===== src/rtl/mci_mbox_sram_arb.sv =====
// Two-requester arbiter for one MCI mailbox SRAM port: round-robin with lock override,
// fixed-latency read return to the issuing requester, and a saturating contention counter.
module mci_mbox_sram_arb #(
  parameter int ADDR_W = 12,
  parameter int DATA_W = 32,
  parameter int RD_LAT = 1
) (
  input  logic              clk,
  input  logic              rst_b,
  input  logic              req0_valid,
  input  logic              req0_write,
  input  logic [ADDR_W-1:0] req0_addr,
  input  logic [DATA_W-1:0] req0_wdata,
  output logic              req0_ready,
  input  logic              req1_valid,
  input  logic              req1_write,
  input  logic [ADDR_W-1:0] req1_addr,
  input  logic [DATA_W-1:0] req1_wdata,
  output logic              req1_ready,
  output logic              rsp0_valid,
  output logic [DATA_W-1:0] rsp0_rdata,
  output logic              rsp1_valid,
  output logic [DATA_W-1:0] rsp1_rdata,
  input  logic              lock_valid,
  input  logic              lock_owner,
  output logic              sram_cs,
  output logic              sram_we,
  output logic [ADDR_W-1:0] sram_addr,
  output logic [DATA_W-1:0] sram_wdata,
  input  logic [DATA_W-1:0] sram_rdata,
  output logic [15:0]       conflict_cnt
);

  logic              rr_ptr_q, rr_ptr_d;
  logic [15:0]       conflict_cnt_q, conflict_cnt_d;
  logic [RD_LAT-1:0] pipe_vld_q, pipe_vld_d;
  logic [RD_LAT-1:0] pipe_src_q, pipe_src_d;

  logic cand0, cand1, gnt_vld, gnt_idx, gnt_rd;
  logic rsp_vld, rsp_src;

  // Lock holder alone is eligible; reset suppresses every grant.
  always_comb begin
    cand0   = rst_b && req0_valid && (!lock_valid || !lock_owner);
    cand1   = rst_b && req1_valid && (!lock_valid || lock_owner);
    gnt_vld = cand0 || cand1;
    gnt_idx = (cand0 && cand1) ? rr_ptr_q : cand1;
  end

  always_comb begin
    req0_ready = gnt_vld && !gnt_idx;
    req1_ready = gnt_vld && gnt_idx;
    sram_cs    = gnt_vld;
    sram_we    = 1'b0;
    sram_addr  = '0;
    sram_wdata = '0;
    if (gnt_vld) begin
      sram_we    = gnt_idx ? req1_write : req0_write;
      sram_addr  = gnt_idx ? req1_addr  : req0_addr;
      sram_wdata = gnt_idx ? req1_wdata : req0_wdata;
    end
    gnt_rd = gnt_vld && !sram_we;
  end

  always_comb begin
    rr_ptr_d       = gnt_vld ? !gnt_idx : rr_ptr_q;
    conflict_cnt_d = conflict_cnt_q;
    if (req0_valid && req1_valid && (conflict_cnt_q != 16'hFFFF)) begin
      conflict_cnt_d = conflict_cnt_q + 16'd1;
    end
    pipe_vld_d    = pipe_vld_q;
    pipe_src_d    = pipe_src_q;
    pipe_vld_d[0] = gnt_rd;
    pipe_src_d[0] = gnt_idx;
    for (int i = 1; i < RD_LAT; i++) begin
      pipe_vld_d[i] = pipe_vld_q[i-1];
      pipe_src_d[i] = pipe_src_q[i-1];
    end
  end

  always_ff @(posedge clk) begin
    if (!rst_b) begin
      rr_ptr_q       <= 1'b0;
      conflict_cnt_q <= '0;
      pipe_vld_q     <= '0;
      pipe_src_q     <= '0;
    end else begin
      rr_ptr_q       <= rr_ptr_d;
      conflict_cnt_q <= conflict_cnt_d;
      pipe_vld_q     <= pipe_vld_d;
      pipe_src_q     <= pipe_src_d;
    end
  end

  // The last pipe stage lines up with the SRAM read data for that issue.
  always_comb begin
    rsp_vld      = rst_b && pipe_vld_q[RD_LAT-1];
    rsp_src      = pipe_src_q[RD_LAT-1];
    rsp0_valid   = rsp_vld && !rsp_src;
    rsp1_valid   = rsp_vld && rsp_src;
    rsp0_rdata   = rsp0_valid ? sram_rdata : '0;
    rsp1_rdata   = rsp1_valid ? sram_rdata : '0;
    conflict_cnt = rst_b ? conflict_cnt_q : '0;
  end

endmodule

===== config.mk =====
export PLATFORM = sky130hd
export DESIGN_NAME = mci_mbox_sram_arb
export DESIGN_NICKNAME = d
export VERILOG_FILES = /design/src/rtl/mci_mbox_sram_arb.sv
export SDC_FILE = /design/constraint.sdc
export NUM_CORES = 1
export LEC_CHECK = 0
export CORE_AREA = 2 2 99 101
export CTS_CLUSTER_DIAMETER = 50
export DETAILED_ROUTE_END_ITERATION = 8
export DIE_AREA = 0 0 101 103
export PLACE_DENSITY = 0.73
export SLEW_MARGIN = 20
export SYNTH_ARGS = -nofsm -noshare
export SYNTH_HDL_FRONTEND = slang
export SYNTH_SLANG_ARGS = --single-unit

===== constraint.sdc =====
create_clock -name clk -period 2 [get_ports clk]
set_input_delay 0.4 -clock clk [delete_from_list [all_inputs] [get_ports clk]]
set_output_delay 0.4 -clock clk [all_outputs]
set_load 0.02 [all_outputs]

### After elaboration in Yosys (flattened, before gate mapping)

Index checks and enable logic that the tools add are counted.

| storage, ports and cells | value |
|---|---|
| output and inout bits | 130 |
| logic and storage cells | 37 |
| bits in registers | 19 |

| cells by class | value |
|---|---|
| add/sub/neg operators | 1 |
| reductions and logical operators | 21 |
| equal/unequal tests | 1 |
| muxes and demuxes | 10 |

Operator list:

| operator | number |
|---|---|
| 32-bit 2-to-1 mux | 4 |
| 12-bit 2-to-1 mux | 2 |
| 16-bit by 1-bit adder with 16-bit output (second input constant) | 1 |
| 16-bit 2-to-1 mux | 1 |
| 16-bit != test (second input constant) | 1 |
| 1-bit logical AND | 13 |
| 1-bit zero test | 5 |
| 1-bit logical OR | 3 |
| 1-bit 2-to-1 mux | 3 |

### Longest topological paths before layout

Gate-level depths: netlist of the first run.

| depth | value |
|---|---|
| word-level depth | 9 |
| gate-level depth with buffers | 7 |
| depth with buffers taken out | 5 |

### Worst setup path before layout of the first run

OpenSTA, ideal clock, no wires.

| path | value |
|---|---|
| kind | input port to output port |
| from | in req0_valid |
| to | out sram_addr[11] |
| data arrival time | 1.968 ns |
| data required time | 1.600 ns |
| setup slack | -0.368 ns |
| cell stages on the path | 6 |
| buffers on the path | 3 |
| cell sequence | buf_6 > or3b_1 > and4_4 > buf_6 > clkbuf_1 > o21ai_0 |

| between the ends | value |
|---|---|
| cells in the longest elaborated chain, start to end | 6 |
| elaborated cells between the ends (all ways) | 7 |
| those cells by class | 3 x mux; 4 x reduce/logical |

RTL lines:

| item | RTL line | source |
|---|---|---|
| start, declared | 10 | `input logic req0_valid,` |
| 1-bit logical AND (*) (2 in a row) | 44 | `cand0 = rst_b && req0_valid && (!lock_valid \|\| !lock_owner);` |
| 1-bit logical AND | 47 | `gnt_idx = (cand0 && cand1) ? rr_ptr_q : cand1;` |
| 1-bit 2-to-1 mux | 47 |  |
| 12-bit 2-to-1 mux | 59 | `sram_addr = gnt_idx ? req1_addr : req0_addr;` |
| 12-bit 2-to-1 mux (*) | 57 | `if (gnt_vld) begin` |
| end, declared | 28 | `output logic [ADDR_W-1:0] sram_addr,` |

Mark *: on every way between the ends. The rest lies on a longest branch, timed or not.

### Worst setup path in the final report of the first run

| path | value |
|---|---|
| from | reg rr_ptr_q |
| to | out sram_wdata[21] |

| between the ends | value |
|---|---|
| cells in the longest elaborated chain, start to end | 3 |

RTL lines:

| item | RTL line | source |
|---|---|---|
| start, declared | 34 | `logic rr_ptr_q, rr_ptr_d;` |
| start signal, assigned | 88 | `rr_ptr_q <= rr_ptr_d;` |
| 1-bit 2-to-1 mux | 47 |  |
| 32-bit 2-to-1 mux | 60 | `sram_wdata = gnt_idx ? req1_wdata : req0_wdata;` |
| 32-bit 2-to-1 mux | 57 |  |
| end, declared | 29 | `output logic [DATA_W-1:0] sram_wdata,` |

Every way passes these cells.

==> results.json, run 1 <==
{
  "synth_area_um2": 2050,
  "endpoint_kind": "output pin",
  "post-route-util": 0.598,
  "rsz0062_at_grt": "true",
  "ir_drop_uv": 190,
  "hold_slack_ns": 0.498,
  "synthCells": 269,
  "num_rows": 36,
  "drc": 0,
  "grt_pass1_vias": 2977,
  "ys_seq_elements": 19,
  "drtIter0Drc": 107,
  "critPathMaxFanout": 8,
  "final_area_um2": 5660,
  "tritoncts": "done",
  "die_y_um": 103,
  "portBuffers": 257,
  "violations": "negative setup slack",
  "clkSlewWorstSetupHoldPaths_ns": 0.07,
  "vias": 3184,
  "area_delta_synth_final_pct": 176,
  "outcome": "finished, violations left",
  "ant_nets": 0,
  "regArea_um2": 382,
  "grt_pass1_wl_um": 15700,
  "ys_seq_area_frac": 0.186,
  "fin_skew_ns": 0.00219,
  "start_util": 0.217,
  "worstHoldStart": "conflict_cnt_q[15]",
  "worst_slew_pin_slew_ns": 0.496,
  "fillCellCount": 819,
  "max_freq_mhz": 422,
  "vias_per_cell": 4.75,
  "period_needed_ns": 2.37,
  "die_x_um": 101,
  "slowest_stage": "or3b_4",
  "ys.flop_type": "dfxtp_1",
  "p_leak_nw": 2.41,
  "place_hpwl_um": 9040,
  "fin_cells": 671,
  "die_area_um2": 10400,
  "grt_max_degree": 34,
  "placed_area_um2": 5250,
  "fin_ws_ns": -0.372,
  "grt_use_total": 0.192,
  "nets": 687,
  "h-tree-depth": 1,
  "drive_gt1_frac": 0.409,
  "multiInputGateArea_um2": 1920,
  "antenna_found_initial": 0,
  "synth_nets": 398,
  "n_antenna_cell": 0,
  "io_pins": 258,
  "maxSlewViolCount": 0,
  "dp_cells": 647,
  "ys_warn_count": 0,
  "cts_buffers": 3,
  "synth_cell_type_count": 43,
  "path_cells": "or3b_4 > and4_4 > nor3_4 > buf_4 > buf_16 > a22o_4 > clkdlybuf4s15_2",
  "setup_viol": 46,
  "min_period_over_period": 1.19,
  "postCtsHoldBufs": 0,
  "clock_sinks": 19,
  "cp-startpoint": "rr_ptr_q",
  "overflow": 0,
  "clock_latency_ns": 0.26,
  "powerDensity_nw_per_um2": 289,
  "timing.slew.headroom": 0.667,
  "critPathRequiredTime_ns": 1.60,
  "cts_root_buffer": "clkbuf_8",
  "fp.coreArea_um2": 9460,
  "worstSetupStartpointType": "flop",
  "firstDrtPassIters": 4,
  "gp_congestion": 0.839,
  "crit_arrival_ns": 1.97,
  "maxCapViolCount": 0,
  "rr_startpoint": "conflict_cnt_q[0]",
  "fin_total_pwr_mw": 1.64,
  "async_flop_share": 0,
  "worstSetupPathType": "flop to output pin",
  "wl_per_cell_um": 16.9,
  "slowest_delay_ns": 0.36,
  "holdCritPathClass": "flop to flop",
  "clk_path_buf_depth": 2,
  "syn_avg_cell_area_um2": 7.62,
  "wl_um": 11300,
  "synth_edf_count": 0,
  "hold_viol": 0
}
## worst max-delay path, delay by kind of cell (launching register included)
family | cells | cell delay, ns
compound gates | 1 | 0.10
simple gates | 3 | 0.72
flops | 1 | 0.33
buf+inv | 3 | 0.57
## cell families (layout without fill, tap and decap cells)
group | after synthesis | count (layout) | synth area share
muxes | 6 | 6 | 0.0317
buffers and inverters | 27 | 315 | 0.0757
and+or+nand+nor | 146 | 146 | 0.440
AOI/OAI and AO/OA | 70 | 70 | 0.261
adders and majority gates | 1 | 1 | 0.00610
DFF | 19 | 19 | 0.186
## per-layer routing
metal | wire, um | GRT usage | vias up | part of all wire
met3 | 799 | 0.0325 | 8 | 0.071
met1 | 4520 | 0.239 | 1468 | 0.40
met2 | 5890 | 0.351 | 147 | 0.52
li1 | - | - | 1561 | -
met4 | 100 | 0.0343 | 0 | 0.0088
met5 | 0 | 0 | - | 0
## sequential cells by signal, summed over array words and instances, names as in the netlist
signal and count:
conflict_cnt_q 16, pipe_vld_q 1, rr_ptr_q 1, pipe_src_q 1
## stage by stage
stage	worst slack [ns]	TNS [ns]
after floorplan	-0.218	-7.99
after global placement	-1.08	-107.35
after detailed placement	-1.08	-108.05
after CTS	-0.374	-19.52
after global routing	-0.454	-16.49
final	-0.372	-13.16
## power by group
group	total (mW)	internal (mW)	switching [mW]
Clock	0.275	0.142	0.133
Sequential	0.387	0.384	0.00314
Combinational	0.974	0.591	0.383
## cells in the mapped netlist, types with 2 or more instances
cell	number	area, um^2
and2_1	78	488
a22o_1	42	368
dfxtp_1	19	380
nand2_1	14	52.6
clkbuf_1	12	45.0
nor2_1	11	41.3
a21oi_1	9	45.0
nand4_1	9	56.3
o21ai_0	9	45.0
buf_6	6	67.6
and3_1	4	25.0
or3_1	4	25.0
a211oi_1	3	22.5
buf_2	3	15.0
inv_1	3	11.3
mux2_2	3	33.8
nand3_1	3	15.0
o31ai_1	3	22.5
or2_2	3	18.8
or4_1	3	22.5
and4_1	2	17.5
mux2i_1	2	20.0
nor3_1	2	10.0
nor4b_1	2	17.5
o21a_1	2	15.0
## final timing paths
path	end	slack [ns]	cells past startpoint
worst max register to register	conflict_cnt_q[14]	0.17	5
worst min register to register	conflict_cnt_q[15]	0.50	2
worst min-delay path	conflict_cnt_q[15]	0.50	2
worst max-delay path	sram_wdata[21]	-0.37	7
## cell type report
cell class | instances | area share
repair buffers | 307 | 0.558
inverters | 4 | 0.00265
well taps | 114 | 0.0252
clock buffers | 4 | 0.00796
flip-flops and latches | 19 | 0.0674
multi-input cells | 223 | 0.339
## what timing repair did
item | in CTS | in global routing
gates resized for setup | 433 | 24
endpoints found under the setup margin | 137 | 115
pin swaps | 6 | 2
gates cloned | 4 | 2
setup buffers | 11 | 5
## layout by cell type (no fill, tap or decap), types with 8 or more instances in the layout
cell and n:
clkdlybuf4s50_1 122, clkdlybuf4s15_2 79, and2_1 78, buf_4 41, a22o_4 39, buf_6 25, dfxtp_1 18, dlygate4sd2_1 17
nand2_1 13, nor2_1 9, nand4_1 9, a21oi_1 8
Power figures use the tool's default switching activity.
==> inputs of run 2 (changes only) <==
--- a/config.mk
+++ b/config.mk
@@ -9,6 +9,7 @@
 export CTS_CLUSTER_DIAMETER = 50
 export DETAILED_ROUTE_END_ITERATION = 8
 export DIE_AREA = 0 0 101 103
+export GPL_ROUTABILITY_DRIVEN = 0
 export PLACE_DENSITY = 0.73
 export SLEW_MARGIN = 20
 export SYNTH_ARGS = -nofsm -noshare
==> results of run 2 <==
No change in the layout: final DEF, timing and power equal those of run 1.
==> inputs of run 3 (changes only) <==
--- a/config.mk
+++ b/config.mk
@@ -5,6 +5,7 @@
 export SDC_FILE = /design/constraint.sdc
 export NUM_CORES = 1
 export LEC_CHECK = 0
+export CAP_MARGIN = 30
 export CORE_AREA = 2 2 99 101
 export CTS_CLUSTER_DIAMETER = 50
 export DETAILED_ROUTE_END_ITERATION = 8
==> results of run 3 <==
No change in the layout: final DEF, timing and power equal those of run 1.
